`src/rtl/lcd_spi_tx_pkg.sv`:
```
// Shared types and pin-level constants for the ST7789V3 SPI transmitter.
package lcd_spi_tx_pkg;

    // Transmitter phases: idle, CS/data setup, SCLK high, SCLK low, end-of-word hold
    typedef enum logic [2:0] {
        IDLE,
        SETUP,
        HIGH,
        LOW,
        HOLD
    } state_t;

    // Level driven on the D/CX pin
    localparam logic DC_CMD  = 1'b0;
    localparam logic DC_DATA = 1'b1;

    // Maps the upstream is_cmd flag onto the D/CX pin level
    function automatic logic dc_level(input logic is_cmd);
        return is_cmd ? DC_CMD : DC_DATA;
    endfunction

endpackage

```
`src/rtl/lcd_spi_tx_half_timer.sv`:
```
// Half-period down-counter: loads HALF_PERIOD-1 and counts to zero.
// done is high while the count is zero, i.e. in the last cycle of a phase.
module lcd_spi_tx_half_timer #(
    parameter int HALF_PERIOD = 2
) (
    input  logic clk,
    input  logic rst,
    input  logic load,
    input  logic en,
    output logic done
);

    // A 1-cycle half period still needs a one-bit register
    localparam int TW = (HALF_PERIOD > 1) ? $clog2(HALF_PERIOD) : 1;

    logic [TW-1:0] tmr_reg;

    // Reload at each phase boundary, otherwise count down and stick at zero
    always_ff @(posedge clk) begin
        if (rst) begin
            tmr_reg <= '0;
        end else if (load) begin
            tmr_reg <= TW'(HALF_PERIOD - 1);
        end else if (en && (tmr_reg != '0)) begin
            tmr_reg <= tmr_reg - 1'b1;
        end
    end

    assign done = (tmr_reg == '0);

endmodule

```
`src/rtl/lcd_spi_tx.sv`:
```
// ST7789V3 4-line SPI transmitter: SPI mode 0, MSB first, one word per
// valid/ready accept, chip select held low across back-to-back words.
module lcd_spi_tx
    import lcd_spi_tx_pkg::*;
#(
    parameter int WORD_WIDTH  = 8,
    parameter int HALF_PERIOD = 2
) (
    input  logic                  clk,
    input  logic                  rst,
    input  logic                  valid,
    output logic                  ready,
    input  logic [WORD_WIDTH-1:0] data,
    input  logic                  is_cmd,
    output logic                  lcd_cs,
    output logic                  lcd_sclk,
    output logic                  lcd_mosi,
    output logic                  lcd_dc,
    output logic                  busy
);

    localparam int CW = (WORD_WIDTH > 1) ? $clog2(WORD_WIDTH) : 1;

    state_t                state_reg, state_next;
    logic [WORD_WIDTH-1:0] shreg_reg, shreg_next, shreg_shifted;
    logic [CW-1:0]         bit_ctr_reg, bit_ctr_next;
    logic                  cs_reg, cs_next;
    logic                  sclk_reg, sclk_next;
    logic                  mosi_reg, mosi_next;
    logic                  dc_reg, dc_next;
    logic                  tmr_done, tmr_load, tmr_en, accept;

    // Ready only when idle or in the very last hold cycle, so a queued word
    // follows the previous one without releasing chip select
    assign ready  = ~rst & ((state_reg == IDLE) | ((state_reg == HOLD) & tmr_done));
    assign accept = valid & ready;

    // Every timed phase restarts the timer; an accept starts the SETUP phase
    assign tmr_en   = (state_reg != IDLE);
    assign tmr_load = accept | (tmr_en & tmr_done);

    assign shreg_shifted = shreg_reg << 1;

    lcd_spi_tx_half_timer #(
        .HALF_PERIOD(HALF_PERIOD)
    ) u_timer (
        .clk (clk),
        .rst (rst),
        .load(tmr_load),
        .en  (tmr_en),
        .done(tmr_done)
    );

    // State and pin registers
    always_ff @(posedge clk) begin
        if (rst) begin
            state_reg   <= IDLE;
            shreg_reg   <= '0;
            bit_ctr_reg <= '0;
            cs_reg      <= 1'b1;
            sclk_reg    <= 1'b0;
            mosi_reg    <= 1'b0;
            dc_reg      <= DC_CMD;
        end else begin
            state_reg   <= state_next;
            shreg_reg   <= shreg_next;
            bit_ctr_reg <= bit_ctr_next;
            cs_reg      <= cs_next;
            sclk_reg    <= sclk_next;
            mosi_reg    <= mosi_next;
            dc_reg      <= dc_next;
        end
    end

    // Phase sequencing; data only moves on the SCLK falling edge
    always_comb begin
        state_next   = state_reg;
        shreg_next   = shreg_reg;
        bit_ctr_next = bit_ctr_reg;
        cs_next      = cs_reg;
        sclk_next    = sclk_reg;
        mosi_next    = mosi_reg;
        dc_next      = dc_reg;

        case (state_reg)
            IDLE: begin
                cs_next   = 1'b1;
                sclk_next = 1'b0;
            end
            SETUP, LOW: begin
                if (tmr_done) begin
                    sclk_next  = 1'b1;
                    state_next = HIGH;
                end
            end
            HIGH: begin
                if (tmr_done) begin
                    sclk_next = 1'b0;
                    if (bit_ctr_reg == '0) begin
                        state_next = HOLD;
                    end else begin
                        shreg_next   = shreg_shifted;
                        mosi_next    = shreg_shifted[WORD_WIDTH-1];
                        bit_ctr_next = bit_ctr_reg - 1'b1;
                        state_next   = LOW;
                    end
                end
            end
            HOLD: begin
                if (tmr_done) begin
                    cs_next    = 1'b1;
                    mosi_next  = 1'b0;
                    state_next = IDLE;
                end
            end
            default: begin
                state_next = IDLE;
            end
        endcase

        // An accept (from IDLE or the last HOLD cycle) overrides the above
        if (accept) begin
            shreg_next   = data;
            bit_ctr_next = CW'(WORD_WIDTH - 1);
            dc_next      = dc_level(is_cmd);
            cs_next      = 1'b0;
            sclk_next    = 1'b0;
            mosi_next    = data[WORD_WIDTH-1];
            state_next   = SETUP;
        end
    end

    assign lcd_cs   = cs_reg;
    assign lcd_sclk = sclk_reg;
    assign lcd_mosi = mosi_reg;
    assign lcd_dc   = dc_reg;
    assign busy     = (state_reg != IDLE);

endmodule

```
`config.mk`:
```
export PLATFORM = sky130hd
export DESIGN_NAME = lcd_spi_tx
export DESIGN_NICKNAME = d
export VERILOG_FILES = /design/src/rtl/lcd_spi_tx_pkg.sv /design/src/rtl/lcd_spi_tx_half_timer.sv /design/src/rtl/lcd_spi_tx.sv
export SDC_FILE = /design/constraint.sdc
export NUM_CORES = 1
export LEC_CHECK = 0
export CORE_MARGIN = 1.5
export CORE_UTILIZATION = 34
export CTS_BUF_LIST = sky130_fd_sc_hd__clkbuf_4 sky130_fd_sc_hd__clkbuf_8 sky130_fd_sc_hd__clkbuf_16
export CTS_CLUSTER_DIAMETER = 50
export DETAILED_ROUTE_END_ITERATION = 10
export SLEW_MARGIN = 20
export SYNTH_ARGS = -nofsm -noshare
export SYNTH_HDL_FRONTEND = slang
export SYNTH_HIERARCHICAL = 1
export SYNTH_SLANG_ARGS = --single-unit
```
`constraint.sdc`:
```
create_clock -name clk -period 4.2 [get_ports clk]
set_input_delay 0.63 -clock clk [delete_from_list [all_inputs] [get_ports clk]]
set_output_delay 0.63 -clock clk [all_outputs]
set_load 0.01 [all_outputs]
```
## After elaboration in Yosys (flattened, before gate mapping)

Index checks and enable logic that the tools add are counted.

- Register bits: 18
- Bits in latches: 0
- RAM bits: 0
- Bits in read-only memories: 0
- Bits of input ports: 12
- Output and inout port bits: 6
- Memories kept: 0

- Add/subtract/negate cells: 2
- $mul: 0
- Div/mod/pow operators: 0
- $lt $le $gt $ge: 0
- Eq/ne operators: 14
- Shift operators: 0
- Mux-type cells: 26
- Bitwise gates (word level): 9
- Reduce and logical (&&, ||, !) cells: 17

Operator list:

| operator | number |
|---|---|
| 7-bit 2-to-1 mux | 4 |
| 3-bit 2-to-1 mux | 8 |
| 2-bit inequality test, second input constant | 6 |
| 3-bit inequality test, second input constant | 4 |
| 3-bit one-hot mux with 4 select lines | 1 |
| 4-bit AND reduction | 3 |
| 3-bit nonzero test | 4 |
| 1-bit 2-to-1 mux | 10 |
| 3-bit by 2-bit == test with 1-bit output, second input constant | 2 |
| 3-bit logical NOT | 2 |
| 3-bit AND reduction | 2 |
| 1-bit bitwise AND | 4 |
| 1-bit one-hot mux with 2 select lines | 2 |
| 2-bit nonzero test | 2 |
| 2-bit OR reduction | 2 |
| 3-bit by 1-bit == test with 1-bit output, second input constant | 1 |
| 3-bit == test, second input constant | 1 |
| 1-bit inverter | 3 |
| 1-bit one-hot mux with 3 select lines | 1 |
| 3-bit by 1-bit subtractor with 3-bit output, second input constant | 1 |
| 1-bit OR | 2 |
| 2-bit AND reduction | 1 |
| 1-bit logical AND | 1 |
| 1-bit subtractor, second input constant | 1 |

## Longest topological paths before layout

Gate-level depths: netlist of the first run.

- Depth in word-level cells: 7
- Mapped depth: 7
- Mapped depth without buffers: 6

## Modules after synthesis

The synthesis of the first run kept the hierarchy.

By module, submodules not included:

| module | instances | cells an instance | area each (um^2) |
|---|---|---|---|
| lcd_spi_tx | 1 | 102 | 877.1 |
| lcd_spi_tx_half_timer | 1 | 5 | 42.5 |

## Worst setup path before layout of the first run

OpenSTA, ideal clock, no wires.

- Kind: input-to-output
- Start: input rst
- End: output ready
- Data arrival time: 1.328 ns
- Required time: 3.570 ns
- Slack: 2.242 ns
- Cell stages on the path: 3
- Path through: clkbuf_1 > clkbuf_1 > nor2_1

- Word-level cells in the longest chain between the ends: 2

RTL lines:

| item | RTL line | RTL |
|---|---|---|
| start, declared | lcd_spi_tx.sv:10 | `input logic rst,` |
| 1-bit inverter | lcd_spi_tx.sv:35 | `assign ready = ~rst & ((state_reg == IDLE) \| ((state_reg == HOLD) & tmr_done));` |
| 1-bit bitwise AND | lcd_spi_tx.sv:35 |  |
| end, declared | lcd_spi_tx.sv:12 | `output logic ready,` |

No other way between the ends.

## Worst setup path after layout of the first run

Ends and elaborated chain as after synthesis.

==> flow_metrics.env, run 1 <==
export IMPL_syn_area_um2=920
export IMPL_cp_buffers_inverters=2
export IMPL_worst_slew_pin_slew_ps=717
export IMPL_track_usage_pct=14.6
export IMPL_post_cts_buffers=0
export IMPL_place_congestion=0.773
export IMPL_synthArstFlopShare_pct=0
export IMPL_fin_crit_sh_pct=66.9
export IMPL_setup_violations=0
export IMPL_crit_slowest_cell="clkdlybuf4s50_1"
export IMPL_clkSinkCount=18
export IMPL_grt_antenna_before_repair=0
export IMPL_num_rows=18
export IMPL_synth_distinct_cells=35
export IMPL_clkTransAtPathRegs_ps=100
export IMPL_power_density_nw_per_um2=390
export IMPL_start_kind="input port"
export IMPL_portBuffers=17
export IMPL_syn_inst=107
export IMPL_yosysWarnings=6
export IMPL_io_pins=18
export IMPL_status="finished clean"
export IMPL_cts_resized=0
export IMPL_timing_final_crit_period_ps=2810
export IMPL_required_ps=3570
export IMPL_final_cell_mix="dfxtp_1, nand2_1, clkdlybuf4s50_1"
export IMPL_num_vias=803
export IMPL_drt_wl_total_mm=1.81
export IMPL_coreArea_um2=2520
export IMPL_syn_num_nets=121
export IMPL_die_h_um=55.0
export IMPL_holdCritPathClass="reg -> reg"
export IMPL_min_to="shreg_reg[2]$_SDFFE_PP0P_"
export IMPL_grt_max_degree=19
export IMPL_start_util_pct=36.5
export IMPL_worstHoldPathCells=2
export IMPL_drtPass1Iterations=4
export IMPL_die_width_um=55.0
export IMPL_final_hold_viol_count=0
export IMPL_syn_to_final_growth_pct=21.4
export IMPL_rr_startpoint="u_timer/tmr_reg$_SDFFE_PP0P_"
export IMPL_cts_tree="done"
export IMPL_worstRegToRegCells=5
export IMPL_avgViaCountPerCell=5.32
export IMPL_stdcell_area_um2=1120
export IMPL_drtAntennaViolNets=0
export IMPL_seq_area_frac_synth_pct=39.2
export IMPL_drive_above_1_share_pct=11.6
export IMPL_nNetsFinal=136
export IMPL_reg2reg_to="lcd_mosi$_SDFFE_PP0P_"
export IMPL_max_vdd_ir_drop_v=0.000209
export IMPL_largest_reg_flops=7
export IMPL_cts_buffers=3
export IMPL_critPathMaxStageDelay_ps=930
export IMPL_grt_overflow_total=0
export IMPL_r2r_slack_ps=2490
export IMPL_drc=0
export IMPL_crit_fanout=18
export IMPL_n_antenna_cell=0
export IMPL_fin_tns_setup_ps=0
export IMPL_ys_ff_latch=18
export IMPL_cp_common_cell="clkdlybuf4s50_1"
export IMPL_hold_buffers=0
export IMPL_synthFlopType="dfxtp_1"
export IMPL_crit_type="in -> out"
export IMPL_die_area_um2=3030
export IMPL_max_freq_mhz=356
export IMPL_layout_commonest_cell="dfxtp_1"
export IMPL_rsz0062_at_grt="false"
export IMPL_arrival_ps=2180
export IMPL_p_leak_nw=0.410
export IMPL_worst_path_stages=3
export IMPL_slew_violations=0
export IMPL_skew_ps=6.43
export IMPL_worstPathCellList="clkdlybuf4s50_1 > nor2_1 > clkdlybuf4s50_1"
export IMPL_endpoint_kind="output port"
export IMPL_clkLatencyLatePin_ps=300
export IMPL_critPathTopFamily="buffers and inverters"
export IMPL_clockBufferDepth=2
export IMPL_cts_root_buffer="clkbuf_4"
export IMPL_hpwl_mm=1.26
export IMPL_grt_pass1_wl_mm=3.17
export IMPL_hold_path_startpoint="shreg_reg[2]$_SDFFE_PP0P_"
export IMPL_drv_cap=0
export IMPL_maxSlewHeadroom_pct=52.1
export IMPL_drt_iter0_markers=13
export IMPL_synth_edf_count=0
export IMPL_grt_pass1_vias=744
export IMPL_synth_avg_cell_area_um2=8.59
export IMPL_h_tree_depth=1
export IMPL_wl_per_cell_um=12.0
export IMPL_placed_area_um2=1080
==> stage by stage <==
stage,hold WS (ps),util (%),power [mW],setup slack (ps),instances
finish,470,44.2,0.435,1390,151
global route,492,44.2,0.466,1320,151
CTS,471,44.2,0.439,1380,151
detailed placement,456,42.8,0.330,1370,147
global placement,448,42.8,0.328,1410,147
floorplan,444,-,0.292,2240,107
==> report_power, final <==
part	internal (mW)	total (mW)	switching (mW)
combinational	0.0590	0.119	0.0597
clock	0.0528	0.109	0.0564
sequential	0.191	0.207	0.0166
==> final cells by class <==
cell class,count,area (µm²)
sequential,18,360
clock buffer,4,36.3
fill,276,1410
tap,30,37.5
multi-input combinational,77,493
timing repair buffer,17,170
inverter,5,18.8
==> worst reg2reg max path, cell delays in order (launching register included) <==
cell	delay (ps)
dfxtp_1	320
inv_1	140
nand2b_2	190
nand4b_2	470
nand2b_1	350
o21ai_0	120
==> per-layer routing <==
metal | global-route usage, % | up-vias | share of wire (%)
met3 | 5.38 | 2 | 3.5
met1 | 18.1 | 387 | 47
met5 | 0 | - | 0
met2 | 23.8 | 12 | 49
met4 | 4.07 | 0 | 0.72
li1 | - | 402 | -
==> Yosys cell counts (2+ instances only) <==
| cell type | instances | share of area, % |
|---|---|---|
| a311oi_2 | 5 | 8.2 |
| nand2_1 | 17 | 6.9 |
| a22oi_1 | 2 | 1.6 |
| dfxtp_1 | 18 | 39 |
| nor2b_1 | 2 | 1.4 |
| a21oi_1 | 5 | 2.7 |
| o21ai_0 | 4 | 2.2 |
| buf_6 | 2 | 2.4 |
| nor3_1 | 2 | 1.1 |
| buf_2 | 2 | 1.1 |
| nand3_1 | 3 | 1.6 |
| nand2b_1 | 4 | 2.7 |
| clkbuf_1 | 2 | 0.82 |
| inv_1 | 5 | 2.0 |
| ha_1 | 2 | 2.7 |
| a31oi_1 | 3 | 2.0 |
| nor2_1 | 11 | 4.5 |
==> cells by family (layout without fill, tap and decap cells) <==
kind of cell / count (synthesis) / in the layout / share of synthesized area (%)
buffers and inverters: 12 / 26 / 7.21
XOR/XNOR: 2 / 2 / 1.91
adder cells (fa/ha/maj): 2 / 2 / 2.72
AO/OA/AOI/OAI: 24 / 24 / 21.2
flip-flops: 18 / 18 / 39.2
AND/OR/NAND/NOR: 49 / 49 / 27.8
==> worst max path at each step <==
stage,from,to,slack [ps]
after floorplan,rst,ready,2240
after global placement,rst,ready,1410
after detailed placement,rst,ready,1370
after CTS,rst,ready,1380
after global routing,rst,ready,1320
final,rst,ready,1390
(Power assumes the default switching activity.)
==> run 2: changes to the inputs <==
==> constraint.sdc (replaced) <==
create_clock -name clk -period 2.7 [get_ports clk]
set_input_delay 0.405 -clock clk [delete_from_list [all_inputs] [get_ports clk]]
set_output_delay 0.405 -clock clk [all_outputs]
set_load 0.01 [all_outputs]
==> run 2 against run 1 <==
Against the previous run: die area unchanged; final cell count rose by 0.66%; worst setup slack worse by 780 ps; total power up 55%; clock skew increased by 0.72 ps; largest cell class unchanged; sequential cell count did not move; combinational power increased by 56%.
==> flow_metrics.env, run 2 (same netlist as run 1, synthesis figures left out) <==
export IMPL_status="finished clean"
export IMPL_timing_final_crit_period_ps=2090
export IMPL_critical_path_endpoint="ready"
export IMPL_p_leak_nw=0.415
export IMPL_hpwl_mm=1.31
export IMPL_worstRegToRegCells=5
export IMPL_fillers=257
export IMPL_num_vias=780
export IMPL_layout_commonest_cell="dfxtp_1"
export IMPL_rr_startpoint="u_timer/tmr_reg$_SDFFE_PP0P_"
export IMPL_syn_to_final_growth_pct=22.2
export IMPL_drv_cap=0
export IMPL_drive_above_1_share_pct=12.3
export IMPL_crit_slowest_cell="clkdlybuf4s50_1"
export IMPL_start_util_pct=36.5
export IMPL_cts_tree="done"
export IMPL_io_pins=18
export IMPL_power_density_nw_per_um2=602
export IMPL_setup_violations=0
export IMPL_num_rows=18
export IMPL_crit_start="u_timer/tmr_reg$_SDFFE_PP0P_"
export IMPL_n_antenna_cell=0
export IMPL_grt_overflow_total=0
export IMPL_clkSinkCount=18
export IMPL_drt_iter0_markers=20
export IMPL_stdcell_area_um2=1120
export IMPL_endpoint_kind="output port"
export IMPL_grt_antenna_before_repair=0
export IMPL_grt_max_degree=19
export IMPL_maxSlewHeadroom_pct=64.5
export IMPL_start_kind="register"
export IMPL_post_cts_buffers=0
export IMPL_final_hold_viol_count=0
export IMPL_cts_resized=0
export IMPL_crit_fanout=7
export IMPL_nNetsFinal=137
export IMPL_cts_root_buffer="clkbuf_4"
export IMPL_arrival_ps=1690
export IMPL_holdCritPathClass="reg -> reg"
export IMPL_crit_type="reg -> out"
export IMPL_placed_cells=148
export IMPL_max_freq_mhz=478
export IMPL_grt_pass1_vias=714
export IMPL_slew_violations=0
export IMPL_worstPathCellList="inv_1 > nand2b_2 > nand2_1 > nor2_1 > clkdlybuf4s50_1"
export IMPL_portBuffers=17
export IMPL_clkLatencyLatePin_ps=300
export IMPL_drc=0
export IMPL_drt_wl_total_mm=1.82
export IMPL_holdWs_ps=476
export IMPL_largest_reg_flops=7
export IMPL_placed_area_um2=1090
export IMPL_r2r_slack_ps=1010
export IMPL_coreArea_um2=2520
export IMPL_die_h_um=55.0
export IMPL_h_tree_depth=1
export IMPL_die_width_um=55.0
export IMPL_instances_no_fill=152
export IMPL_reg2reg_to="lcd_mosi$_SDFFE_PP0P_"
export IMPL_fin_crit_sh_pct=77.5
export IMPL_required_ps=2300
export IMPL_drtPass1Iterations=4
export IMPL_drtAntennaViolNets=0
export IMPL_final_cell_mix="dfxtp_1, nand2_1, clkdlybuf4s50_1"
export IMPL_critPathMaxStageDelay_ps=530
export IMPL_place_congestion=0.887
export IMPL_hold_buffers=0
export IMPL_skew_ps=7.15
export IMPL_wl_per_cell_um=11.9
export IMPL_rsz0062_at_grt="false"
export IMPL_track_usage_pct=14.0
export IMPL_p_total_uw=676
export IMPL_max_vdd_ir_drop_v=0.000348
export IMPL_cts_buffers=3
export IMPL_fin_tns_setup_ps=0
export IMPL_seq_area_um2=360
export IMPL_clockBufferDepth=2
export IMPL_clkTransAtPathRegs_ps=110
export IMPL_multi_input_area_um2=493
export IMPL_grt_pass1_wl_mm=2.97
export IMPL_worst_slew_pin_slew_ps=530
export IMPL_die_area_um2=3030
export IMPL_avgViaCountPerCell=5.13
[run 2: changes by cell type in the layout (fill, tap and decap cells not counted), sizes merged]
cell and change:
buf +1
[run 2: worst min path at each step]
stage                              start                   endpoint  slack (ps)  depth (start not counted)
3_3_place_gp         lcd_cs$_SDFFE_PP1P_        lcd_cs$_SDFFE_PP1P_         450                          1
2_1_floorplan  shreg_reg[2]$_SDFFE_PP0P_  shreg_reg[2]$_SDFFE_PP0P_         440                          2
6_report             lcd_cs$_SDFFE_PP1P_        lcd_cs$_SDFFE_PP1P_         480                          1
5_1_grt        shreg_reg[2]$_SDFFE_PP0P_  shreg_reg[2]$_SDFFE_PP0P_         500                          2
3_5_place_dp         lcd_cs$_SDFFE_PP1P_        lcd_cs$_SDFFE_PP1P_         460                          1
4_1_cts              lcd_cs$_SDFFE_PP1P_        lcd_cs$_SDFFE_PP1P_         480                          1
[run 2: area by class of cell]
| type | instances | share of cell area (%) |
|---|---|---|
| Inverter | 5 | 1.67 |
| Sequential cell | 18 | 32.1 |
| Multi-Input combinational cell | 77 | 43.9 |
| Clock buffer | 4 | 3.23 |
| Timing Repair Buffer | 18 | 15.8 |
| Tap cell | 30 | 3.34 |
[run 2: critical path: cells and delay by family (launching register included)]
family        cells  cell delay (ps)
buf+inv           2              680
flops             1              330
simple gates      3              380
[run 2: through the flow]
stage | worst slack [ps] | util [%]
CTS | 599 | 44.5
global route | 495 | 44.5
floorplan | 1190 | -
detailed placement | 619 | 43.1
global placement | 657 | 43.1
finish | 608 | 44.5
[run 2: report_power, final]
part / switching (mW) / internal (mW)
registers: 0.0258 / 0.297
clock network: 0.0858 / 0.0822
logic: 0.0934 / 0.0925
total: 0.205 / 0.471
[run 2: metal layers]
metal  share of wire [%]  wire (µm)  global-route usage (%)  vias up
li1                    -          -                       -      403
met1                  48        872                    17.1      361
met2                  47        861                    21.8       12
met3                 2.8         51                    3.23        4
met4                 1.7         30                    9.35        0
met5                   0          0                       0        -
==> run 3: changes to the inputs <==
==> constraint.sdc (replaced) <==
create_clock -name clk -period 1.9 [get_ports clk]
set_input_delay 0.285 -clock clk [delete_from_list [all_inputs] [get_ports clk]]
set_output_delay 0.285 -clock clk [all_outputs]
set_load 0.01 [all_outputs]
==> run 3 against run 2 <==
Against the previous run: critical path depth unchanged; utilization increased by 0.99 points; total power increased by 43%; sequential power increased by 41%; clock skew decreased by 3.3 ps; sequential share of layout area decreased by 0.59 points; register-to-register slack got worse by 760 ps; critical endpoint unchanged; count of clock-buffer cells in the layout unchanged.
==> flow_metrics.env, run 3 (same netlist as run 1, synthesis figures left out) <==
export IMPL_status="finished clean"
export IMPL_drt_iter0_markers=9
export IMPL_start_kind="register"
export IMPL_drt_wl_total_mm=1.91
export IMPL_worst_slew_pin_slew_ps=337
export IMPL_num_vias=792
export IMPL_crit_type="reg -> out"
export IMPL_grt_overflow_total=0
export IMPL_holdWs_ps=474
export IMPL_die_width_um=55.0
export IMPL_arrival_ps=1380
export IMPL_final_hold_viol_count=0
export IMPL_reg2reg_to="shreg_reg[4]$_SDFFE_PP0P_"
export IMPL_h_tree_depth=1
export IMPL_drive_above_1_share_pct=16.0
export IMPL_die_h_um=55.0
export IMPL_required_ps=1620
export IMPL_max_freq_mhz=602
export IMPL_place_congestion=0.763
export IMPL_hold_path_startpoint="lcd_cs$_SDFFE_PP1P_"
export IMPL_p_leak_nw=0.445
export IMPL_min_to="lcd_cs$_SDFFE_PP1P_"
export IMPL_timing_final_crit_period_ps=1660
export IMPL_die_area_um2=3030
export IMPL_coreArea_um2=2520
export IMPL_fin_ws_ps=238
export IMPL_drtPass1Iterations=4
export IMPL_placed_cells=151
export IMPL_clkTransAtPathRegs_ps=110
export IMPL_num_rows=18
export IMPL_slew_violations=0
export IMPL_io_pins=18
export IMPL_grt_max_degree=19
export IMPL_fin_tns_setup_ps=0
export IMPL_clkSinkCount=18
export IMPL_worstHoldPathCells=1
export IMPL_worstRegToRegCells=6
export IMPL_instances_no_fill=155
export IMPL_max_vdd_ir_drop_v=0.000437
export IMPL_maxSlewHeadroom_pct=77.5
export IMPL_portBuffers=17
export IMPL_rsz0062_at_grt="false"
export IMPL_start_util_pct=36.5
export IMPL_power_density_nw_per_um2=845
export IMPL_clkLatencyLatePin_ps=290
export IMPL_rr_startpoint="bit_ctr_reg[0]$_SDFFE_PP0P_"
export IMPL_fin_crit_sh_pct=87.5
export IMPL_cts_root_buffer="clkbuf_4"
export IMPL_hpwl_mm=1.37
export IMPL_drc=0
export IMPL_dp_slack_ps=197
export IMPL_p_total_uw=970
export IMPL_post_cts_buffers=0
export IMPL_holdCritPathClass="reg -> reg"
export IMPL_grt_pass1_vias=727
export IMPL_r2r_slack_ps=250
export IMPL_clockBufferDepth=2
export IMPL_n_antenna_cell=0
export IMPL_largest_reg_flops=7
export IMPL_grt_pass1_wl_mm=3.21
export IMPL_drtAntennaViolNets=0
export IMPL_cts_buffers=3
export IMPL_track_usage_pct=14.8
export IMPL_cts_tree="done"
export IMPL_nNetsFinal=140
export IMPL_skew_ps=3.85
export IMPL_wl_per_cell_um=12.3
export IMPL_setup_violations=0
export IMPL_endpoint_kind="output port"
export IMPL_syn_to_final_growth_pct=24.9
export IMPL_crit_fanout=7
export IMPL_fillers=263
export IMPL_drv_cap=0
export IMPL_final_cell_mix="nand2_1, dfxtp_1, clkdlybuf4s50_1"
export IMPL_grt_antenna_before_repair=0
export IMPL_avgViaCountPerCell=5.11
## run 3: changes by cell type in the layout (fill, tap and decap cells not counted), sizes merged
cell,change
clkdlybuf4s50,-2
dlymetal6s2s,+1
buf,+3
dlygate4sd2,+1
## run 3: layer usage
metal	vias to the layer above	share of wire, %	GRT usage, %
li1	407	-	-
met1	373	51	20.0
met2	10	46	22.2
met3	2	2.6	2.42
met4	0	0.52	8.13
met5	-	0	0
## run 3: critical path, stage by stage (launching register included)
cell           delay (ps)
dfxtp_1               360
inv_2                  70
nand2b_2              220
nand2_1               120
nor2_1                 40
dlygate4sd2_1         280
## run 3: final cells by class
class	count	area, µm²	area share [%]
tap	30	37.5	3.27
inverter	5	18.8	1.63
timing repair buffer	21	201	17.5
multi-input combinational	77	493	42.9
sequential	18	362	31.5
clock buffer	4	36.3	3.16
## run 3: timing repair
item / CTS / global route
setup endpoints to repair: 2 / 1
hold buffers: 0 / 0
gates resized for setup: 3 / 1
## run 3: worst max-delay path by stage
stage                                 to                          from  depth (start not counted)
2_1_floorplan  shreg_reg[4]$_SDFFE_PP0P_   bit_ctr_reg[0]$_SDFFE_PP0P_                          7
3_3_place_gp                       ready                           rst                          3
3_5_place_dp                       ready                           rst                          3
4_1_cts                             busy     state_reg[2]$_SDFFE_PP0P_                          2
5_1_grt        shreg_reg[6]$_SDFFE_PP0P_   bit_ctr_reg[0]$_SDFFE_PP0P_                          6
6_report                           ready  u_timer/tmr_reg$_SDFFE_PP0P_                          5
## run 3: power breakdown
part / total (mW) / internal (mW) / switching, mW
registers: 0.455 / 0.422 / 0.0336
clock network: 0.238 / 0.117 / 0.121
logic: 0.277 / 0.135 / 0.142
total: 0.970 / 0.673 / 0.297
## run 3: through the flow
stage	cell area (µm²)	util [%]
2_1_floorplan	920	-
3_3_place_gp	1110	44.0
3_5_place_dp	1110	44.0
4_1_cts	1150	45.4
5_1_grt	1150	45.5
6_report	1150	45.5
